==> src/rtl/stop_pipe_pkg.sv <==
// Shared definitions for the stop/drain controller: channel state encoding and default widths.
package stop_pipe_pkg;

    localparam logic [1:0] ST_IDLE  = 2'd0;
    localparam logic [1:0] ST_DRAIN = 2'd1;
    localparam logic [1:0] ST_STOP  = 2'd2;

    localparam int DEF_CW = 4;

    typedef enum logic [1:0] {
        S_IDLE  = ST_IDLE,
        S_DRAIN = ST_DRAIN,
        S_STOP  = ST_STOP
    } state_e;

endpackage

==> src/rtl/stop_pipe_ctrl_if.sv <==
// Request/status bundle between a pipeline supervisor (master) and the stop controller (slave).
interface stop_pipe_ctrl_if #(
    parameter int N_CH = 4,
    parameter int CW   = 4
) ();

    logic [N_CH-1:0]    stop_req;
    logic [N_CH-1:0]    resume;
    logic [N_CH*CW-1:0] drain_len;
    logic [N_CH-1:0]    stop;
    logic [N_CH-1:0]    draining;
    logic [N_CH-1:0]    stop_done;
    logic               all_stopped;

    modport master (
        output stop_req, resume, drain_len,
        input  stop, draining, stop_done, all_stopped
    );

    modport slave (
        input  stop_req, resume, drain_len,
        output stop, draining, stop_done, all_stopped
    );

endinterface

==> src/rtl/stop_pipe_chan.sv <==
// One stop/drain channel: latches its drain length on request, counts it down, then holds
// stop until a resume arrives with the request released.
module stop_pipe_chan
    import stop_pipe_pkg::*;
#(
    parameter int CW       = DEF_CW,
    parameter bit ABORT_EN = 1'b0
) (
    input  logic          clk_i,
    input  logic          rst_i,
    input  logic          stop_req_i,
    input  logic          resume_i,
    input  logic [CW-1:0] drain_len_i,
    output logic          stop_o,
    output logic          draining_o,
    output logic          stop_done_o
);

    state_e        state_q, state_d;
    logic [CW-1:0] count_q, count_d;
    logic          stop_q, stop_d;
    logic          draining_q, draining_d;
    logic          done_q, done_d;

    // State, counter and output registers with synchronous reset
    always_ff @(posedge clk_i) begin
        if (rst_i) begin
            state_q    <= S_IDLE;
            count_q    <= '0;
            stop_q     <= 1'b0;
            draining_q <= 1'b0;
            done_q     <= 1'b0;
        end else begin
            state_q    <= state_d;
            count_q    <= count_d;
            stop_q     <= stop_d;
            draining_q <= draining_d;
            done_q     <= done_d;
        end
    end

    // Next state; outputs are derived from the next state so they land registered
    always_comb begin
        state_d = state_q;
        count_d = count_q;
        case (state_q)
            S_IDLE: begin
                if (stop_req_i) begin
                    count_d = drain_len_i;
                    if (drain_len_i == '0) begin
                        state_d = S_STOP;
                    end else begin
                        state_d = S_DRAIN;
                    end
                end else begin
                    state_d = S_IDLE;
                end
            end
            S_DRAIN: begin
                if (ABORT_EN && !stop_req_i) begin
                    state_d = S_IDLE;
                end else if (count_q <= CW'(1)) begin
                    // Exit at 1 (or a stray 0) so the counter can never wrap
                    state_d = S_STOP;
                end else begin
                    count_d = count_q - CW'(1);
                end
            end
            S_STOP: begin
                if (resume_i && !stop_req_i) begin
                    state_d = S_IDLE;
                end else begin
                    state_d = S_STOP;
                end
            end
            default: begin
                state_d = S_IDLE;
                count_d = '0;
            end
        endcase
        stop_d     = (state_d == S_STOP);
        draining_d = (state_d == S_DRAIN);
        done_d     = (state_d == S_STOP) && (state_q != S_STOP);
    end

    assign stop_o      = stop_q;
    assign draining_o  = draining_q;
    assign stop_done_o = done_q;

endmodule

==> src/rtl/stop_pipe_ctrl.sv <==
// Multi-channel pipeline stop/drain controller: N_CH independent channels plus an
// aggregate flag that is high only while every channel holds stop.
module stop_pipe_ctrl
    import stop_pipe_pkg::*;
#(
    parameter int N_CH     = 4,
    parameter int CW       = DEF_CW,
    parameter bit ABORT_EN = 1'b0
) (
    input  logic          clk_i,
    input  logic          rst_i,
    stop_pipe_ctrl_if.slave ctrl_io
);

    logic [N_CH-1:0] stop_s;
    logic [N_CH-1:0] draining_s;
    logic [N_CH-1:0] done_s;

    for (genvar i = 0; i < N_CH; i++) begin : g_chan
        stop_pipe_chan #(
            .CW       (CW),
            .ABORT_EN (ABORT_EN)
        ) u_chan (
            .clk_i       (clk_i),
            .rst_i       (rst_i),
            .stop_req_i  (ctrl_io.stop_req[i]),
            .resume_i    (ctrl_io.resume[i]),
            .drain_len_i (ctrl_io.drain_len[i*CW +: CW]),
            .stop_o      (stop_s[i]),
            .draining_o  (draining_s[i]),
            .stop_done_o (done_s[i])
        );
    end

    assign ctrl_io.stop        = stop_s;
    assign ctrl_io.draining    = draining_s;
    assign ctrl_io.stop_done   = done_s;
    assign ctrl_io.all_stopped = &stop_s;

endmodule

==> src/flat_wrapper.sv <==
// flat-port wrapper written by rule: the top's interface ports become plain ports
module stop_pipe_ctrl_flat import stop_pipe_pkg::*;
#(
    parameter int N_CH     = 4,
    parameter int CW       = DEF_CW,
    parameter bit ABORT_EN = 1'b0
)
  (clk_i, rst_i, ctrl_io_stop_req, ctrl_io_resume, ctrl_io_drain_len, ctrl_io_stop, ctrl_io_draining, ctrl_io_stop_done, ctrl_io_all_stopped);
  stop_pipe_ctrl_if #(.N_CH(N_CH), .CW(CW)) ctrl_io_i ();
  input  logic clk_i;
  input  logic rst_i;
  input wire logic [$bits(ctrl_io_i.stop_req)-1:0] ctrl_io_stop_req;
  input wire logic [$bits(ctrl_io_i.resume)-1:0] ctrl_io_resume;
  input wire logic [$bits(ctrl_io_i.drain_len)-1:0] ctrl_io_drain_len;
  output wire logic [$bits(ctrl_io_i.stop)-1:0] ctrl_io_stop;
  output wire logic [$bits(ctrl_io_i.draining)-1:0] ctrl_io_draining;
  output wire logic [$bits(ctrl_io_i.stop_done)-1:0] ctrl_io_stop_done;
  output wire logic [$bits(ctrl_io_i.all_stopped)-1:0] ctrl_io_all_stopped;
  assign ctrl_io_i.stop_req = ctrl_io_stop_req;
  assign ctrl_io_i.resume = ctrl_io_resume;
  assign ctrl_io_i.drain_len = ctrl_io_drain_len;
  assign ctrl_io_stop = ctrl_io_i.stop;
  assign ctrl_io_draining = ctrl_io_i.draining;
  assign ctrl_io_stop_done = ctrl_io_i.stop_done;
  assign ctrl_io_all_stopped = ctrl_io_i.all_stopped;
  stop_pipe_ctrl #(.N_CH(N_CH), .CW(CW), .ABORT_EN(ABORT_EN)) u_core (.clk_i(clk_i), .rst_i(rst_i), .ctrl_io(ctrl_io_i));
endmodule
==> config.mk <==
export PLATFORM = sky130hd
export DESIGN_NAME = stop_pipe_ctrl_flat
export DESIGN_NICKNAME = d
export VERILOG_FILES = /design/src/rtl/stop_pipe_pkg.sv /design/src/rtl/stop_pipe_ctrl_if.sv /design/src/rtl/stop_pipe_chan.sv /design/src/rtl/stop_pipe_ctrl.sv /design/src/flat_wrapper.sv
export SDC_FILE = /design/constraint.sdc
export NUM_CORES = 1
export LEC_CHECK = 0
export BUFFER_PORTS_ARGS = -buffer_cell sky130_fd_sc_hd__buf_2
export CAP_MARGIN = 30
export CORE_ASPECT_RATIO = 2
export CORE_MARGIN = 5
export CORE_UTILIZATION = 25
export CTS_BUF_LIST = sky130_fd_sc_hd__clkbuf_16
export CTS_CLUSTER_DIAMETER = 40
export CTS_CLUSTER_SIZE = 12
export DETAILED_ROUTE_END_ITERATION = 6
export PLACE_DENSITY = 0.41
export SLEW_MARGIN = 20
export SYNTH_ARGS = -nofsm -noshare
export SYNTH_HDL_FRONTEND = slang
export SYNTH_SLANG_ARGS = --single-unit
export TNS_END_PERCENT = 30
==> constraint.sdc <==
create_clock -name clk_i -period 4.1 [get_ports clk_i]
set_clock_uncertainty 0.1 [all_clocks]
set_input_delay 0.82 -clock clk_i [delete_from_list [all_inputs] [get_ports clk_i]]
set_output_delay 0.82 -clock clk_i [all_outputs]
set_load 0.02 [all_outputs]
==> results of run 1 <==
[per-layer routing]
metal | part of all wire | track usage | wire length, um | vias to the layer above
li1 | - | - | - | 962
met1 | 0.35 | 0.112 | 2010 | 900
met2 | 0.57 | 0.214 | 3230 | 42
met3 | 0.039 | 0.0179 | 220 | 15
met4 | 0.035 | 0.0675 | 199 | 0
met5 | 0 | 0 | 0 | -
[worst max-delay path: stages (launching register included)]
cell and delay (ns):
dfxtp_1 0.31, inv_1 0.15, ha_1 0.24, nor2_2 0.07
nor3_2 0.30, mux2_4 0.35, a2111oi_2 0.34
[synthesized netlist by cell type, drive strengths merged (6+ instances only)]
| master | number |
|---|---|
| dfxtp | 36 |
| nor3 | 22 |
| nor2 | 21 |
| buf | 18 |
| inv | 17 |
| a21oi | 15 |
| nor2b | 9 |
| ha | 8 |
| nand2 | 8 |
| clkbuf | 6 |
| mux2i | 6 |
| nand3 | 6 |
| o21ai | 6 |
[cell families after synthesis]
group                      after synthesis
adders and majority gates                8
muxes                                   10
and+or+nand+nor                         94
AOI/OAI and AO/OA                       63
buffers and inverters                   42
DFF                                     36
[flip-flops by register name (all words and copies together), names as in the netlist]
register                          cells
u_core.g_chan.u_chan.stop_done_o      4
u_core.g_chan.u_chan.draining_o       4
u_core.g_chan.u_chan.count_q         16
u_core.g_chan.u_chan.state_q          8
u_core.g_chan.u_chan.stop_o           4
[layout make-up]
class / count / area, um2 / share of cell area
inverter: 18 / 67.6 / 0.0275
timing repair buffer: 39 / 198 / 0.0804
clock inverter: 3 / 37.5 / 0.0153
multi-input combinational: 175 / 1190 / 0.483
tap: 98 / 123 / 0.0499
clock buffer: 5 / 125 / 0.0509
sequential: 36 / 721 / 0.293
[power breakdown]
part	switching [mW]	internal [mW]	leakage, nW	total [mW]
Combinational	0.180	0.147	0.625	0.327
Clock	0.142	0.282	0.0789	0.424
Sequential	0.0587	0.394	0.296	0.453
[final timing paths]
path,startpoint,end,slack [ns],depth (start not counted)
worst max-delay path,u_core.g_chan[3].u_chan.count_q[1]$_SDFFE_PP0P_,u_core.g_chan[3].u_chan.count_q[1]$_SDFFE_PP0P_,2.16,6
worst min-delay path,u_core.g_chan[2].u_chan.count_q[1]$_SDFFE_PP0P_,u_core.g_chan[2].u_chan.count_q[1]$_SDFFE_PP0P_,0.44,2
worst max register to register,u_core.g_chan[3].u_chan.count_q[1]$_SDFFE_PP0P_,u_core.g_chan[3].u_chan.count_q[1]$_SDFFE_PP0P_,2.16,6
worst min register to register,u_core.g_chan[2].u_chan.count_q[1]$_SDFFE_PP0P_,u_core.g_chan[2].u_chan.count_q[1]$_SDFFE_PP0P_,0.44,2
[through the flow]
step,cells,utilization,area [um2],power [mW]
after global routing,374,0.296,2460,1.28
after global placement,366,0.277,2290,0.794
final,374,0.296,2460,1.20
after floorplan,253,-,2120,0.716
after detailed placement,366,0.277,2290,0.790
after CTS,374,0.296,2460,1.22
==> impl_metrics.env, run 1 <==
export IMPL_synth_edf_count=0
export IMPL_clockRootBuffer="clkbuf_16"
export IMPL_wl_um=5660
export IMPL_fillerInstances=906
export IMPL_diodes=0
export IMPL_syn_avg_cell_area_um2=8.37
export IMPL_antenna_left=0
export IMPL_drt_wirelength_per_cell_um=15.1
export IMPL_synth_area_mux_share=0.0532
export IMPL_critPathKind="reg2reg"
export IMPL_fmaxAchievable_mhz=515
export IMPL_track_usage=0.115
export IMPL_synth_main_ff_cell="dfxtp_1"
export IMPL_initial_core_util=0.255
export IMPL_postCtsHoldBufs=0
export IMPL_status="complete, no violations"
export IMPL_fin_ws_ns=2.16
export IMPL_synth_top_family_by_area="simple AND/OR/NAND/NOR gates"
export IMPL_antenna_found_initial=0
export IMPL_drive_above_1_share=0.210
export IMPL_synthDistinctLibCells=55
export IMPL_yosys_warnings=0
export IMPL_crit_path_end_kind="register"
export IMPL_grt_max_degree=33
export IMPL_row_count=47
export IMPL_vias=1919
export IMPL_cts_resized=0
export IMPL_synthCells=253
export IMPL_synth_area_leader_cell="dfxtp_1"
export IMPL_dpl_hpwl_um=4510
export IMPL_cellPowerDensity_mw_per_mm2=490
export IMPL_leakage_nw=1.00
export IMPL_clockBufferDepth=2
export IMPL_synth_compound_area_frac=0.212
export IMPL_ys_async_sr_fraction=0
export IMPL_final_common_cell="buf_2"
export IMPL_ir_worst_vdd_mv=0.149
export IMPL_cp_start_kind="register"
export IMPL_clock_latency_ns=0.28
export IMPL_via_per_inst=5.13
export IMPL_die_area_mm2=0.0105
export IMPL_syn_nets=287
export IMPL_drc=0
export IMPL_synthToLayoutAreaGrowth_pct=16.1
export IMPL_numCtsBuffers=5
export IMPL_maxCapViolCount=0
export IMPL_synthXorXnorAreaFrac=0
export IMPL_clkSinkCount=36
export IMPL_slew_headroom=0.558
export IMPL_routabilityCongestion=0.791
export IMPL_grt_pass1_vias=1965
export IMPL_io_pins=39
export IMPL_cp_arrival_ns=2.02
export IMPL_hp_class="reg2reg"
export IMPL_hold_viol_final=0
export IMPL_portBuffers=38
export IMPL_worstMarginPinSlew_ns=0.657
export IMPL_drt_pass1_iterations=4
export IMPL_nets=309
export IMPL_dp_worst_setup_slack_ns=1.87
export IMPL_synth_area_leaders="dfxtp_1, nor3_1, ha_1"
export IMPL_dieHeight_um=140
export IMPL_grt_overflow=0
export IMPL_fin_tns_setup_ns=0
export IMPL_netlist_area_leader_share=0.340
export IMPL_synth_adder_area_share=0.0473
export IMPL_clk_pin_slew_worst_paths_ns=0.06
export IMPL_cp_required_ns=4.18
export IMPL_synthSimpleGateAreaFrac=0.248
export IMPL_rsz0062_at_grt="false"
export IMPL_netlist_area_mm2=0.00212
export IMPL_grt_first_pass_wirelength_um=9360
export IMPL_drt_initial_drc_count=102
export IMPL_slew_viol_final=0
export IMPL_synth_seq_cells=36
export IMPL_min_period_over_period=0.474
export IMPL_cp_max_fo=5
export IMPL_die_w_um=75.1
export IMPL_cts_max_level=2
export IMPL_whs_ns=0.442
export IMPL_core_mm2=0.00829
export IMPL_fin_crit_ns=1.94
export IMPL_cts_tree="done"
export IMPL_postCtsSetupRepairBufs=0
export IMPL_setup_viol=0
export IMPL_yosysSeqAreaShare=0.340
export IMPL_layout_common_cells="buf_2, dfxtp_1, nor3_1"
Power figures use the tool's default switching activity.
==> run 2, diff against run 1 <==
PLACE_DENSITY = 0.43   (was 0.41)
clock period = 1.7 ns   (was 4.1 ns; I/O delays follow)
==> run 2 against run 1 <==
  * Critical path depth did not move
  * Worst setup slack got worse by 2.1 ns
  * Clock power rose by 110%
  * Clock-buffer cell count did not move
  * Core utilization rose by 3.5 points
  * Die area did not move
  * Sequential power rose by 140%
  * Total power rose to 2.5 times the previous value
  * Routed wire length rose by 5.9%
  * Non-clock buffer count rose by 29
  * Global-route usage rose by 0.33 points
  * Critical path type unchanged
  * Largest cell class unchanged
  * Largest power group unchanged
  * Highest routed layer unchanged
==> impl_metrics.env, run 2 (synthesis gave the netlist of run 1 again) <==
export IMPL_fin_ws_ns=0.0391
export IMPL_wl_um=5990
export IMPL_drc=0
export IMPL_clockRootBuffer="clkbuf_16"
export IMPL_grt_pass1_vias=2002
export IMPL_hp_class="in2reg"
export IMPL_fillerInstances=861
export IMPL_final_common_cell="buf_2"
export IMPL_largest_register_ffs=16
export IMPL_dpl_hpwl_um=4780
export IMPL_rsz0062_at_grt="true"
export IMPL_die_w_um=75.1
export IMPL_layout_common_cells="buf_2, dfxtp_1, buf_4"
export IMPL_crit_path_end_kind="register"
export IMPL_max_stage_delay_ns=0.33
export IMPL_cp_start_kind="register"
export IMPL_fin_total_pwr_mw=3.05
export IMPL_maxCapViolCount=0
export IMPL_antenna_left=0
export IMPL_fin_crit_ns=1.66
export IMPL_cts_max_level=2
export IMPL_place_inst=393
export IMPL_min_period_over_period=0.977
export IMPL_cts_tree="done"
export IMPL_leakage_nw=1.15
export IMPL_cp_arrival_ns=1.74
export IMPL_fmaxAchievable_mhz=602
export IMPL_rrSetupSlack_ns=0.04
export IMPL_core_mm2=0.00829
export IMPL_crit_reg2reg_launch="u_core.g_chan[3].u_chan.count_q[1]$_SDFFE_PP0P_"
export IMPL_portBuffers=38
export IMPL_diodes=0
export IMPL_crit_chain="inv_2 > ha_4 > nor2_4 > nor3_4 > mux2_4 > a2111oi_4"
export IMPL_clkSinkCount=36
export IMPL_io_pins=39
export IMPL_die_area_mm2=0.0105
export IMPL_regMostFlops="u_core.g_chan.u_chan.count_q"
export IMPL_row_count=47
export IMPL_dp_worst_setup_slack_ns=0.00270
export IMPL_synthToLayoutAreaGrowth_pct=30.0
export IMPL_grt_overflow=0
export IMPL_status="complete, no violations"
export IMPL_slew_headroom=0.601
export IMPL_final_util=0.332
export IMPL_worstHoldEndpoint="u_core.g_chan[1].u_chan.count_q[0]$_SDFFE_PP0P_"
export IMPL_drt_wirelength_per_cell_um=14.9
export IMPL_regToRegEndpoint="u_core.g_chan[3].u_chan.count_q[1]$_SDFFE_PP0P_"
export IMPL_grt_max_degree=17
export IMPL_whs_path_depth=3
export IMPL_numCtsBuffers=5
export IMPL_nets=338
export IMPL_grt_first_pass_wirelength_um=9460
export IMPL_postCtsHoldBufs=0
export IMPL_cp_required_ns=1.78
export IMPL_initial_core_util=0.255
export IMPL_min_from="ctrl_io_drain_len[4]"
export IMPL_clk_pin_slew_worst_paths_ns=0.06
export IMPL_cp_max_fo=3
export IMPL_drt_initial_drc_count=142
export IMPL_whs_ns=0.269
export IMPL_routabilityCongestion=0.833
export IMPL_dieHeight_um=140
export IMPL_ir_worst_vdd_mv=0.484
export IMPL_antenna_found_initial=0
export IMPL_cellPowerDensity_mw_per_mm2=1110
export IMPL_worstRegToRegCells=6
export IMPL_clockBufferDepth=2
export IMPL_critPathKind="reg2reg"
export IMPL_hold_viol_final=0
export IMPL_via_per_inst=4.96
export IMPL_crit_slowest_cell="mux2_4"
export IMPL_clock_latency_ns=0.28
export IMPL_track_usage=0.119
export IMPL_setup_viol=0
export IMPL_layout_cells_non_filler=403
export IMPL_vias=2000
export IMPL_drt_pass1_iterations=4
export IMPL_slew_viol_final=0
export IMPL_largest_registers="u_core.g_chan.u_chan.count_q (16), u_core.g_chan.u_chan.state_q (8)"
export IMPL_drive_above_1_share=0.344
export IMPL_worstMarginPinSlew_ns=0.597
run 2: changes by cell type in the layout (fill, tap and decap cells not counted), moves of 2 or more:
cell	change
dfxtp_1	-4
inv_1	-3
ha_4	+2
inv_2	+3
clkinv_1	-2
ha_1	-3
a2111oi_2	-2
clkinv_2	+2
dfxtp_2	+4
buf_4	+29
a2111oi_4	+2
run 2: worst max-delay path: cells and delay by family (launching register included):
kind            cells  cell delay (ns)
fa+ha+maj           1             0.16
simple gates        2             0.21
buf+inv             1             0.11
compound gates      1             0.33
flops               1             0.32
mux                 1             0.33
run 2: per-layer routing:
| layer | global-route usage | vias to the layer above | share of wire |
|---|---|---|---|
| met4 | 0.0629 | 0 | 0.034 |
| met1 | 0.117 | 927 | 0.36 |
| met5 | 0 | - | 0 |
| li1 | - | 1018 | - |
| met2 | 0.220 | 42 | 0.57 |
| met3 | 0.0215 | 13 | 0.040 |
run 2: worst max path at each step:
| stage | startpoint | endpoint |
|---|---|---|
| 2_1_floorplan | u_core.g_chan[3].u_chan.count_q[1]$_SDFFE_PP0P_ | u_core.g_chan[3].u_chan.count_q[1]$_SDFFE_PP0P_ |
| 3_3_place_gp | u_core.g_chan[1].u_chan.count_q[0]$_SDFFE_PP0P_ | u_core.g_chan[1].u_chan.stop_done_o$_SDFF_PP0_ |
| 3_5_place_dp | u_core.g_chan[3].u_chan.count_q[0]$_SDFFE_PP0P_ | u_core.g_chan[3].u_chan.count_q[1]$_SDFFE_PP0P_ |
| 4_1_cts | u_core.g_chan[3].u_chan.count_q[1]$_SDFFE_PP0P_ | u_core.g_chan[3].u_chan.count_q[1]$_SDFFE_PP0P_ |
| 5_1_grt | u_core.g_chan[3].u_chan.count_q[1]$_SDFFE_PP0P_ | u_core.g_chan[3].u_chan.count_q[1]$_SDFFE_PP0P_ |
| 6_report | u_core.g_chan[3].u_chan.count_q[1]$_SDFFE_PP0P_ | u_core.g_chan[3].u_chan.count_q[1]$_SDFFE_PP0P_ |
run 2: cell type report:
class | instances | area (um2) | area share
Tap cell | 98 | 123 | 0.0446
Sequential cell | 36 | 726 | 0.264
Inverter | 18 | 67.6 | 0.0246
Multi-Input combinational cell | 175 | 1280 | 0.464
Timing Repair Buffer | 68 | 415 | 0.151
Clock buffer | 5 | 125 | 0.0455
Clock inverter | 3 | 18.8 | 0.00682
run 2: stage by stage:
| stage | TNS, ns | cell area, um2 |
|---|---|---|
| 2_1_floorplan | 0 | 2120 |
| 3_3_place_gp | 0 | 2500 |
| 3_5_place_dp | 0 | 2500 |
| 4_1_cts | -0.00248 | 2660 |
| 5_1_grt | -0.0207 | 2750 |
| 6_report | 0 | 2750 |
run 2: power by group:
group	internal, mW	switching (mW)
Clock	0.540	0.368
Combinational	0.528	0.540
Sequential	0.954	0.119
run 2: what timing repair did:
action	4_1_cts	5_1_grt
pin swaps	1	1
buffers inserted	1	1
endpoints found under the setup margin	2	13
hold endpoints to repair	0	0
resized for setup	2	19
